$ cat config.mk
export PLATFORM = sky130hd
export DESIGN_NAME = fetch_ctrl
export DESIGN_NICKNAME = d
export VERILOG_FILES = /design/src/rtl/fetch_ctrl_pkg.sv /design/src/rtl/fetch_rstack.sv /design/src/rtl/fetch_ctrl.sv
export SDC_FILE = /design/constraint.sdc
export NUM_CORES = 1
export LEC_CHECK = 0
export CELL_PAD_IN_SITES_DETAIL_PLACEMENT = 1
export CELL_PAD_IN_SITES_GLOBAL_PLACEMENT = 2
export CORE_MARGIN = 1
export CORE_UTILIZATION = 37
export CTS_BUF_LIST = sky130_fd_sc_hd__clkbuf_8
export CTS_CLUSTER_DIAMETER = 120
export DETAILED_ROUTE_END_ITERATION = 12
export PLACE_DENSITY = 0.85
export SETUP_SLACK_MARGIN = 0.4
export SKIP_LAST_GASP = 1
export SLEW_MARGIN = 10
export SYNTH_ARGS = -nofsm -noshare
export SYNTH_HDL_FRONTEND = slang
export SYNTH_SLANG_ARGS = --single-unit
$ cat constraint.sdc
create_clock -name clk -period 6.35 [get_ports clk]
set_input_delay 1.905 -clock clk [delete_from_list [all_inputs] [get_ports clk]]
set_output_delay 1.905 -clock clk [all_outputs]
set_load 0.05 [all_outputs]
$ cat src/rtl/fetch_ctrl_pkg.sv
// Shared opcode, field-position and state definitions for the fetch stage.
package fetch_ctrl_pkg;

    localparam logic [3:0] OP_GOTO = 4'b1000;
    localparam logic [3:0] OP_CALL = 4'b1001;
    localparam logic [3:0] OP_RET  = 4'b1010;
    localparam logic [3:0] OP_HALT = 4'b1111;

    localparam int OPC_MSB   = 15;
    localparam int OPC_LSB   = 12;
    localparam int PARAM_MSB = 7;
    localparam int PARAM_LSB = 0;

    typedef enum logic [1:0] {
        S_RUN  = 2'd0,
        S_HALT = 2'd1,
        S_ERR  = 2'd2
    } state_t;

endpackage

$ cat src/rtl/fetch_rstack.sv
// Return-address LIFO for call/ret; contents are don't-care after reset, only sp is cleared.
module fetch_rstack #(
    parameter int DEPTH = 4,
    parameter int WIDTH = 8
) (
    input  logic             clk,
    input  logic             res,
    input  logic             i_push,
    input  logic             i_pop,
    input  logic [WIDTH-1:0] i_pushData,
    output logic [WIDTH-1:0] o_top,
    output logic             o_full,
    output logic             o_empty
);

    localparam int SPW  = $clog2(DEPTH + 1);
    localparam int IDXW = (DEPTH > 1) ? $clog2(DEPTH) : 1;

    logic [WIDTH-1:0] r_mem [DEPTH];
    logic [SPW-1:0]   r_sp;
    logic [IDXW-1:0]  w_topIdx;
    logic [IDXW-1:0]  w_pushIdx;

    assign w_topIdx  = IDXW'(r_sp - SPW'(1));
    assign w_pushIdx = IDXW'(r_sp);
    assign o_full    = (r_sp == SPW'(DEPTH));
    assign o_empty   = (r_sp == '0);
    assign o_top     = r_mem[w_topIdx];

    always_ff @(posedge clk) begin
        if (res) begin
            r_sp <= '0;
        end else if (i_push && !o_full) begin
            r_sp <= r_sp + SPW'(1);
        end else if (i_pop && !o_empty) begin
            r_sp <= r_sp - SPW'(1);
        end
    end

    always_ff @(posedge clk) begin
        if (i_push && !o_full) begin
            r_mem[w_pushIdx] <= i_pushData;
        end
    end

    // Only one opcode is decoded per cycle, so both strobes together means a broken caller.
    always @(posedge clk) begin
        if (!res) begin
            assert (!(i_push && i_pop))
                else $error("fetch_rstack: simultaneous push and pop");
        end
    end

endmodule

$ cat src/rtl/fetch_ctrl.sv
// Fetch stage: drives pc, resolves goto/call/ret/halt locally and issues datapath words to the decoder.
module fetch_ctrl
    import fetch_ctrl_pkg::*;
#(
    parameter int PC_WIDTH    = 8,
    parameter int IR_WIDTH    = 16,
    parameter int CMD_CNT     = 64,
    parameter int STACK_DEPTH = 4
) (
    input  logic                clk,
    input  logic                res,
    output logic [PC_WIDTH-1:0] pc_o,
    input  logic [IR_WIDTH-1:0] ir_i,
    output logic [IR_WIDTH-1:0] ir_o,
    output logic [PC_WIDTH-1:0] ir_pc_o,
    output logic                ir_valid,
    input  logic                ir_ready,
    input  logic                resume,
    output logic                halted,
    output logic                err
);

    localparam logic [PC_WIDTH:0] CMD_LIMIT = (PC_WIDTH + 1)'(CMD_CNT);

    state_t              r_state;
    state_t              w_nextState;
    logic [PC_WIDTH-1:0] r_pc;
    logic [IR_WIDTH-1:0] r_irO;
    logic [PC_WIDTH-1:0] r_irPc;
    logic                r_irValid;

    logic [3:0]          w_opcode;
    logic [PC_WIDTH-1:0] w_target;
    logic [PC_WIDTH-1:0] w_retAddr;
    logic                w_inRange;
    logic                w_advance;
    logic                w_fetch;
    logic                w_push;
    logic                w_pop;
    logic                w_full;
    logic                w_empty;

    assign w_opcode  = ir_i[OPC_MSB:OPC_LSB];
    assign w_target  = ir_i[PARAM_LSB +: PC_WIDTH];
    assign w_inRange = ({1'b0, r_pc} < CMD_LIMIT);
    assign w_advance = !r_irValid || ir_ready;
    assign w_fetch   = (r_state == S_RUN) && w_inRange && w_advance;
    assign w_push    = w_fetch && (w_opcode == OP_CALL) && !w_full;
    assign w_pop     = w_fetch && (w_opcode == OP_RET) && !w_empty;

    fetch_rstack #(
        .DEPTH (STACK_DEPTH),
        .WIDTH (PC_WIDTH)
    ) u_rstack (
        .clk        (clk),
        .res        (res),
        .i_push     (w_push),
        .i_pop      (w_pop),
        .i_pushData (r_pc + PC_WIDTH'(1)),
        .o_top      (w_retAddr),
        .o_full     (w_full),
        .o_empty    (w_empty)
    );

    always_ff @(posedge clk) begin
        if (res) begin
            r_state <= S_RUN;
        end else begin
            r_state <= w_nextState;
        end
    end

    // An out-of-range pc faults even while stalled, so nothing is ever fetched from it.
    always_comb begin
        w_nextState = r_state;
        case (r_state)
            S_RUN: begin
                if (!w_inRange) begin
                    w_nextState = S_ERR;
                end else if (w_advance) begin
                    if ((w_opcode == OP_CALL) && w_full) begin
                        w_nextState = S_ERR;
                    end else if ((w_opcode == OP_RET) && w_empty) begin
                        w_nextState = S_ERR;
                    end else if (w_opcode == OP_HALT) begin
                        w_nextState = S_HALT;
                    end
                end
            end
            S_HALT: begin
                if (resume) begin
                    w_nextState = S_RUN;
                end
            end
            S_ERR:   w_nextState = S_ERR;
            default: w_nextState = S_ERR;
        endcase
    end

    always_comb begin
        halted = (r_state != S_RUN);
        err    = (r_state == S_ERR);
    end

    // Whenever nothing new is issued the output register simply drains on ir_ready.
    always_ff @(posedge clk) begin
        if (res) begin
            r_pc      <= '0;
            r_irO     <= '0;
            r_irPc    <= '0;
            r_irValid <= 1'b0;
        end else begin
            r_irValid <= r_irValid && !ir_ready;
            if (w_fetch) begin
                case (w_opcode)
                    OP_GOTO: r_pc <= w_target;
                    OP_CALL: if (!w_full) r_pc <= w_target;
                    OP_RET:  if (!w_empty) r_pc <= w_retAddr;
                    OP_HALT: r_pc <= r_pc;
                    default: begin
                        r_irO     <= ir_i;
                        r_irPc    <= r_pc;
                        r_irValid <= 1'b1;
                        r_pc      <= r_pc + PC_WIDTH'(1);
                    end
                endcase
            end else if ((r_state == S_HALT) && resume) begin
                r_pc <= r_pc + PC_WIDTH'(1);
            end
        end
    end

    assign pc_o     = r_pc;
    assign ir_o     = r_irO;
    assign ir_pc_o  = r_irPc;
    assign ir_valid = r_irValid;

endmodule

==> out/results.ini <==
[die]
die_w_um=92.8
start_util=0.389
dieHeight_um=92.8
dieArea_sq_um=8610
fp-row-count=32
ios=55
core-area_sq_um=7850

[power_and_ir_drop]
peakVddDrop_v=0.000216
p_total_mw=1.66
leakage_nw=1.34
powerDensity_nw_per_um2=429

[placed_design]
dp_hpwl_mm=5.74
port_buffers=54
place_inst=427
gp_congestion=0.871

[route]
wl_met3_um=459
route.met2.wl_mm=3.79
num_vias=2360
ant_nets=0
drc=0
via_per_inst=5.33
met1_length_mm=3.75
routed.top_layer=met4
postRouteWirelength_mm=8.13
dr.pass1.iters=4
drtIter0Drc=106
wl_per_cell_um=18.4

[synth]
ys_ff_latch=70
synth.avg_cell_area_sq_um=10.8
synth-edff-count=32
synthDistinctLibCells=41
synth_flop_cell=dfxtp_1
syn-num-nets=309
yosysSeqAreaShare=0.564
synth_area_sq_um=3050
synthCells=283
ys_warn_count=0
ys_async_sr_fraction=0

[sta]
max_slew_margin=0.405
rsz0062_at_grt=no
max_clock_freq_mhz=253
drv_slew=0
fin_skew_ns=0.00596
setup_tns_ns=0
hold_violations=0
worstMarginPinSlew_ns=0.891
setup_viol_count_final=0
hold_slack_ns=0.457
finalCritPeriodShare=0.623
min_period_ns=3.96

[global_route]
grt_pass1_vias=2400
antenna_found_initial=0
grt_max_degree=32
grt_pass1_wl_mm=12.9
grt_overflow_total=0
grt_use_total=0.201

[worst_setup_path]
reg2reg_depth=7
crit_required_ns=6.34
worstPathCellList=clkdlybuf4s50_1 > nor2b_1 > nand3_1 > nor2_1 > and2_1
worstPathArrival_ns=3.94
slowest_delay_ns=0.57
rrSetupSlack_ns=3.43
r2r_end=pc_o[0]$_SDFFE_PP0P_
cp-start-kind=input pin
endpoint_kind=flop
cp_max_fo=10
cp-startpoint=ir_i[15]
cpMaxStageDelayCell=nor2b_1
crit-reg2reg-launch=u_rstack.r_sp[0]$_SDFFE_PP0P_
path_class=input pin to flop

[clocking]
clock_path_buffers=2
clk-insertion-delay-late_ns=0.34
cts.clk_slew.worst_paths_ns=0.07
clockRootBuffer=clkbuf_8
postCtsSetupBuffers=0
cts_sinks=70
cts_tree=built
postCtsHoldBufs=0
cts.htree.levels=3
ctsResizeCount=0
cts_buffers=9

[finish]
multiInputGateArea_sq_um=1230
fillers=884
drive_gt1_frac=0.0850
nNetsFinal=362
final_cells=443
n_antenna_cell=0
regArea_sq_um=1720
area_delta_synth_final_pct=26.7

[outcome]
status=finished, final reports clean

[hold_path]
hold_end=ir_o[9]$_SDFFE_PP0P_
whs_path_depth=2
min-delay-path-class=flop to flop
min_from=ir_o[9]$_SDFFE_PP0P_

[run]
maxCapViolations=0

==> worst max-delay path: cells and delay by family <==
family                 cells  cell delay, ns
and+or+nand+nor            4            1.47
buffers and inverters      1            0.56
==> cell usage in the layout, fill, tap and decap left out, types with 3 or more instances in the layout <==
cell / instances
o32ai_1: 4
clkbuf_8: 9
ha_1: 6
inv_1: 9
nor2b_1: 5
a31oi_1: 4
a22oi_1: 4
xor2_1: 4
mux2_2: 3
nor3_1: 3
a32o_1: 4
mux4_2: 6
o21ai_0: 10
nor2_1: 18
edfxtp_1: 32
a21oi_1: 32
xnor2_1: 5
and2_1: 5
nand3_1: 7
nand2_1: 45
dfxtp_1: 38
clkdlybuf4s50_1: 54
==> cells in the mapped netlist, types with 2 or more instances <==
cell type / number / area [sq um]
a32oi_1: 2 / 17.5
nor2b_1: 5 / 31.3
xnor2_1: 5 / 43.8
o21a_1: 2 / 15.0
nor3_1: 3 / 15.0
a31oi_1: 4 / 25.0
o32ai_1: 4 / 35.0
nor2_1: 18 / 67.6
a22o_1: 2 / 17.5
mux2_2: 3 / 33.8
o21ai_0: 10 / 50.1
nand2_1: 45 / 169
ha_1: 6 / 75.1
a21oi_1: 32 / 160
nand4_1: 2 / 12.5
dfxtp_1: 38 / 761
a32o_1: 4 / 40.0
o221a_2: 2 / 22.5
mux4_2: 6 / 135
nand2b_1: 2 / 12.5
and2_1: 5 / 31.3
clkbuf_1: 9 / 33.8
or4_4: 2 / 22.5
inv_1: 7 / 26.3
edfxtp_1: 32 / 961
buf_4: 4 / 30.0
a22oi_1: 4 / 30.0
nand3_1: 7 / 35.0
and3_1: 2 / 12.5
xor2_1: 4 / 35.0
a211oi_1: 2 / 15.0
==> worst max-delay path by stage <==
| stage | slack (ns) | to |
|---|---|---|
| finish | 2.39 | u_rstack.r_mem[1][3]$_DFFE_PP_ |
| floorplan | 3.15 | u_rstack.r_mem[0][0]$_DFFE_PP_ |
| global route | 2.29 | u_rstack.r_mem[2][1]$_DFFE_PP_ |
| global placement | 2.14 | u_rstack.r_mem[0][5]$_DFFE_PP_ |
| CTS | 2.38 | u_rstack.r_mem[1][0]$_DFFE_PP_ |
| detailed placement | 2.04 | u_rstack.r_mem[1][3]$_DFFE_PP_ |
==> area by class of cell <==
| cell class | count | area share |
|---|---|---|
| tap | 102 | 0.0330 |
| multi-input combinational | 192 | 0.318 |
| timing repair buffer | 56 | 0.144 |
| sequential | 70 | 0.445 |
| clock buffer | 9 | 0.0320 |
| clock inverter | 7 | 0.0210 |
| inverter | 7 | 0.00679 |
==> report_power, final <==
part | total [mW] | leakage (nW) | internal, mW | switching (mW)
sequential | 0.617 | 0.605 | 0.555 | 0.0616
combinational | 0.663 | 0.617 | 0.216 | 0.447
clock | 0.381 | 0.113 | 0.216 | 0.165
==> cell families after synthesis <==
family	count (synthesis)	synth area share
flip-flops	70	0.564
AO/OA/AOI/OAI	71	0.148
buffers and inverters	21	0.0324
adder cells (fa/ha/maj)	6	0.0246
XOR/XNOR	9	0.0258
multiplexers	10	0.0586
AND/OR/NAND/NOR	96	0.146
==> flip-flops by register name (all words and copies together), names as in the netlist <==
register / cells
ir_pc_o: 8
r_state: 2
ir_valid: 1
ir_o: 16
u_rstack.r_sp: 3
pc_o: 8
u_rstack.r_mem: 32
==> metrics by stage <==
step	util	area, sq um	setup slack, ns
3_3_place_gp	0.467	3660	2.14
5_1_grt	0.493	3870	2.29
4_1_cts	0.493	3870	2.38
3_5_place_dp	0.467	3660	2.04
6_report	0.493	3870	2.39
2_1_floorplan	-	3050	3.15
==> routing by layer <==
layer  global-route usage  vias up
li1                     -     1139
met5                    0        -
met4               0.0628        0
met1                0.266     1141
met3               0.0558       12
met2                0.320       68
No activity file was read; power rests on OpenSTA's default activity.
==> variant, RTL diff (same flow settings) <==
The parameter `PC_WIDTH` goes from 8 to 10.
--- a/src/rtl/fetch_ctrl.sv
+++ b/src/rtl/fetch_ctrl.sv
@@ -3,5 +3,5 @@
     import fetch_ctrl_pkg::*;
 #(
-    parameter int PC_WIDTH    = 8,
+    parameter int PC_WIDTH    = 10,
     parameter int IR_WIDTH    = 16,
     parameter int CMD_CNT     = 64,
Interface: changed (resized ir_pc_o and pc_o); port bits go from 55 to 59. The function was not compared with the original's and may differ.
==> variant against the unedited design <==
Largest cell class unchanged. Critical path depth up 1. Sequential cell count is 12 higher. Highest routed layer unchanged. Worst hold slack gained 0.011 ns. Sequential share of layout area increased by 0.39 points. Synthesized area increased by 20%. Wire length rose by 17%. Cell area grew 18%. Power rose by 22%. Setup slack worse by 0.19 ns.
==> variant: results (changes against the unedited design) <==
Setup slack at placement: 1.865 ns (was 2.041 ns)
CP max FO: 13 (was 10)
Peak VDD IR: 0.2868 mV (was 0.2159 mV)
Wl on met1: 4.147 mm (was 3.747 mm)
Synth Net Count: 320 (was 309)
Clock Pin Slew Worst Setup and Hold Paths: 0.09 ns (was 0.07 ns)
# port buffers: 58 (was 54)
Max reg flops: 40 (was 32)
Proportion of synthesized area in mux cells: 12.13% (was 5.863%)
Number of global-route vias before repair: 2705 (was 2400)
Area contributors post-synth: edfxtp_1 33%, dfxtp_1 23%, mux4_2 6.1% (was edfxtp_1 31%, dfxtp_1 25%, nand2_1 5.5%)
Routability Congestion: 0.7467 (was 0.8711)
Synth Area in XOR/XNOR: 2.147% (was 2.583%)
Yosys cell types: 50 (was 41)
Largest net degree at the start of global routing: 46 (was 32)
Setup Skew: 0.01156 ns (was 0.005964 ns)
Sequential element share of the synthesized area: 55.62% (was 56.42%)
Hold path startpoint: ir_pc_o[6]$_SDFFE_PP0P_ (was ir_o[9]$_SDFFE_PP0P_)
Synth cell count leaders: 42 x dfxtp_1, 40 x edfxtp_1, 39 x nor2_1 (was 45 x nand2_1, 38 x dfxtp_1, 32 x a21oi_1, 32 x edfxtp_1, 18 x nor2_1)
Post-DP HPWL: 6.321 mm (was 5.739 mm)
Nets: 376 (was 362)
Tot GR Track Use: 20.08% (was 20.14%)
Final WL: 9.542 mm (was 8.134 mm)
Routed wl met2: 4.868 mm (was 3.788 mm)
Worst slew margin: 33.33% (was 40.46%)
Worst-skew pair later-pin latency: 0.36 ns (was 0.34 ns)
Initial DRC Count: 93 (was 106)
Synth Area in Compound Gates: 8.350% (was 14.84%)
Outcome: complete, no violations (unchanged)
Worst EP arrival: 4.41 ns (was 3.94 ns)
First-pass GRT wire length: 14.95 mm (was 12.86 mm)
Top reg by flops: u_rstack.r_mem (unchanged)
FILL cells: 1010 (was 884)
CP startpoint: ir_i[13] (was ir_i[15])
Adder-cell share of the synthesized area: 2.045% (was 2.460%)
Leak Pwr: 1.588 nW (was 1.335 nW)
Met3 WL: 408 µm (was 459 µm)
## variant: changes by cell type after synthesis, moves of 5 or more
cell | unedited run | this run
a21oi_1 | 32 | 7
a221oi_1 | 0 | 5
edfxtp_1 | 32 | 40
mux2i_1 | 1 | 22
nand2_1 | 45 | 5
nor2_1 | 18 | 39
nor3_2 | 0 | 6
o21ai_0 | 10 | 4
## variant: power by group
| part | total, mW | internal, mW | leakage, nW | switching (mW) |
|---|---|---|---|---|
| Combinational | 0.894 | 0.311 | 0.771 | 0.583 |
| Clock | 0.392 | 0.193 | 0.105 | 0.199 |
| Sequential | 0.739 | 0.657 | 0.713 | 0.0815 |
## variant: path summary, 6_finish.rpt
path	endpoint	slack, ns
worst max-delay path	pc_o[0]$_SDFFE_PP0P_	2.21
worst min-delay path	ir_pc_o[6]$_SDFFE_PP0P_	0.47
worst max register to register	u_rstack.r_mem[2][1]$_DFFE_PP_	3.14
worst min register to register	ir_pc_o[6]$_SDFFE_PP0P_	0.47
## variant: cells by family after synthesis
kind of cell             count (synthesis)
adder cells (fa/ha/maj)                  6
XOR/XNOR                                 9
buffers and inverters                   23
AND/OR/NAND/NOR                        103
flip-flops                              82
multiplexers                            32
AO/OA/AOI/OAI                           39
## variant: layer usage
| layer | global-route usage, % | up-vias |
|---|---|---|
| met3 | 4.624 | 13 |
| met2 | 35.14 | 64 |
| li1 | - | 1208 |
| met1 | 24.75 | 1324 |
| met4 | 5.574 | 0 |
| met5 | 0 | - |
## variant: area by class of cell
type / count / area (µm²) / area share, %
clock buffers: 10 / 137.6 / 3.027
repair buffers: 59 / 583.1 / 12.82
multi-input cells: 189 / 1524 / 33.52
clock inverters: 6 / 65.06 / 1.431
well taps: 129 / 161.4 / 3.550
inverters: 9 / 33.78 / 0.7430
flip-flops and latches: 82 / 2042 / 44.91
## variant: worst max-delay path: stages
cell	delay (ns)
clkdlybuf4s50_1	0.69
or3b_1	0.39
a211o_1	0.36
a32oi_2	0.71
a221oi_1	0.11
a211oi_1	0.25
## variant: through the flow
stage          power (mW)  area, µm²  hold WS, ns  utilization [%]  std cells
2_1_floorplan       1.390       3671       0.4738                -        294
3_3_place_gp        1.631       4344       0.4447            46.14        468
3_5_place_dp        1.654       4344       0.4477            46.14        468
4_1_cts             2.050       4547       0.4735            48.29        484
5_1_grt             2.130       4547       0.4944            48.29        484
6_report            2.024       4547       0.4686            48.29        484
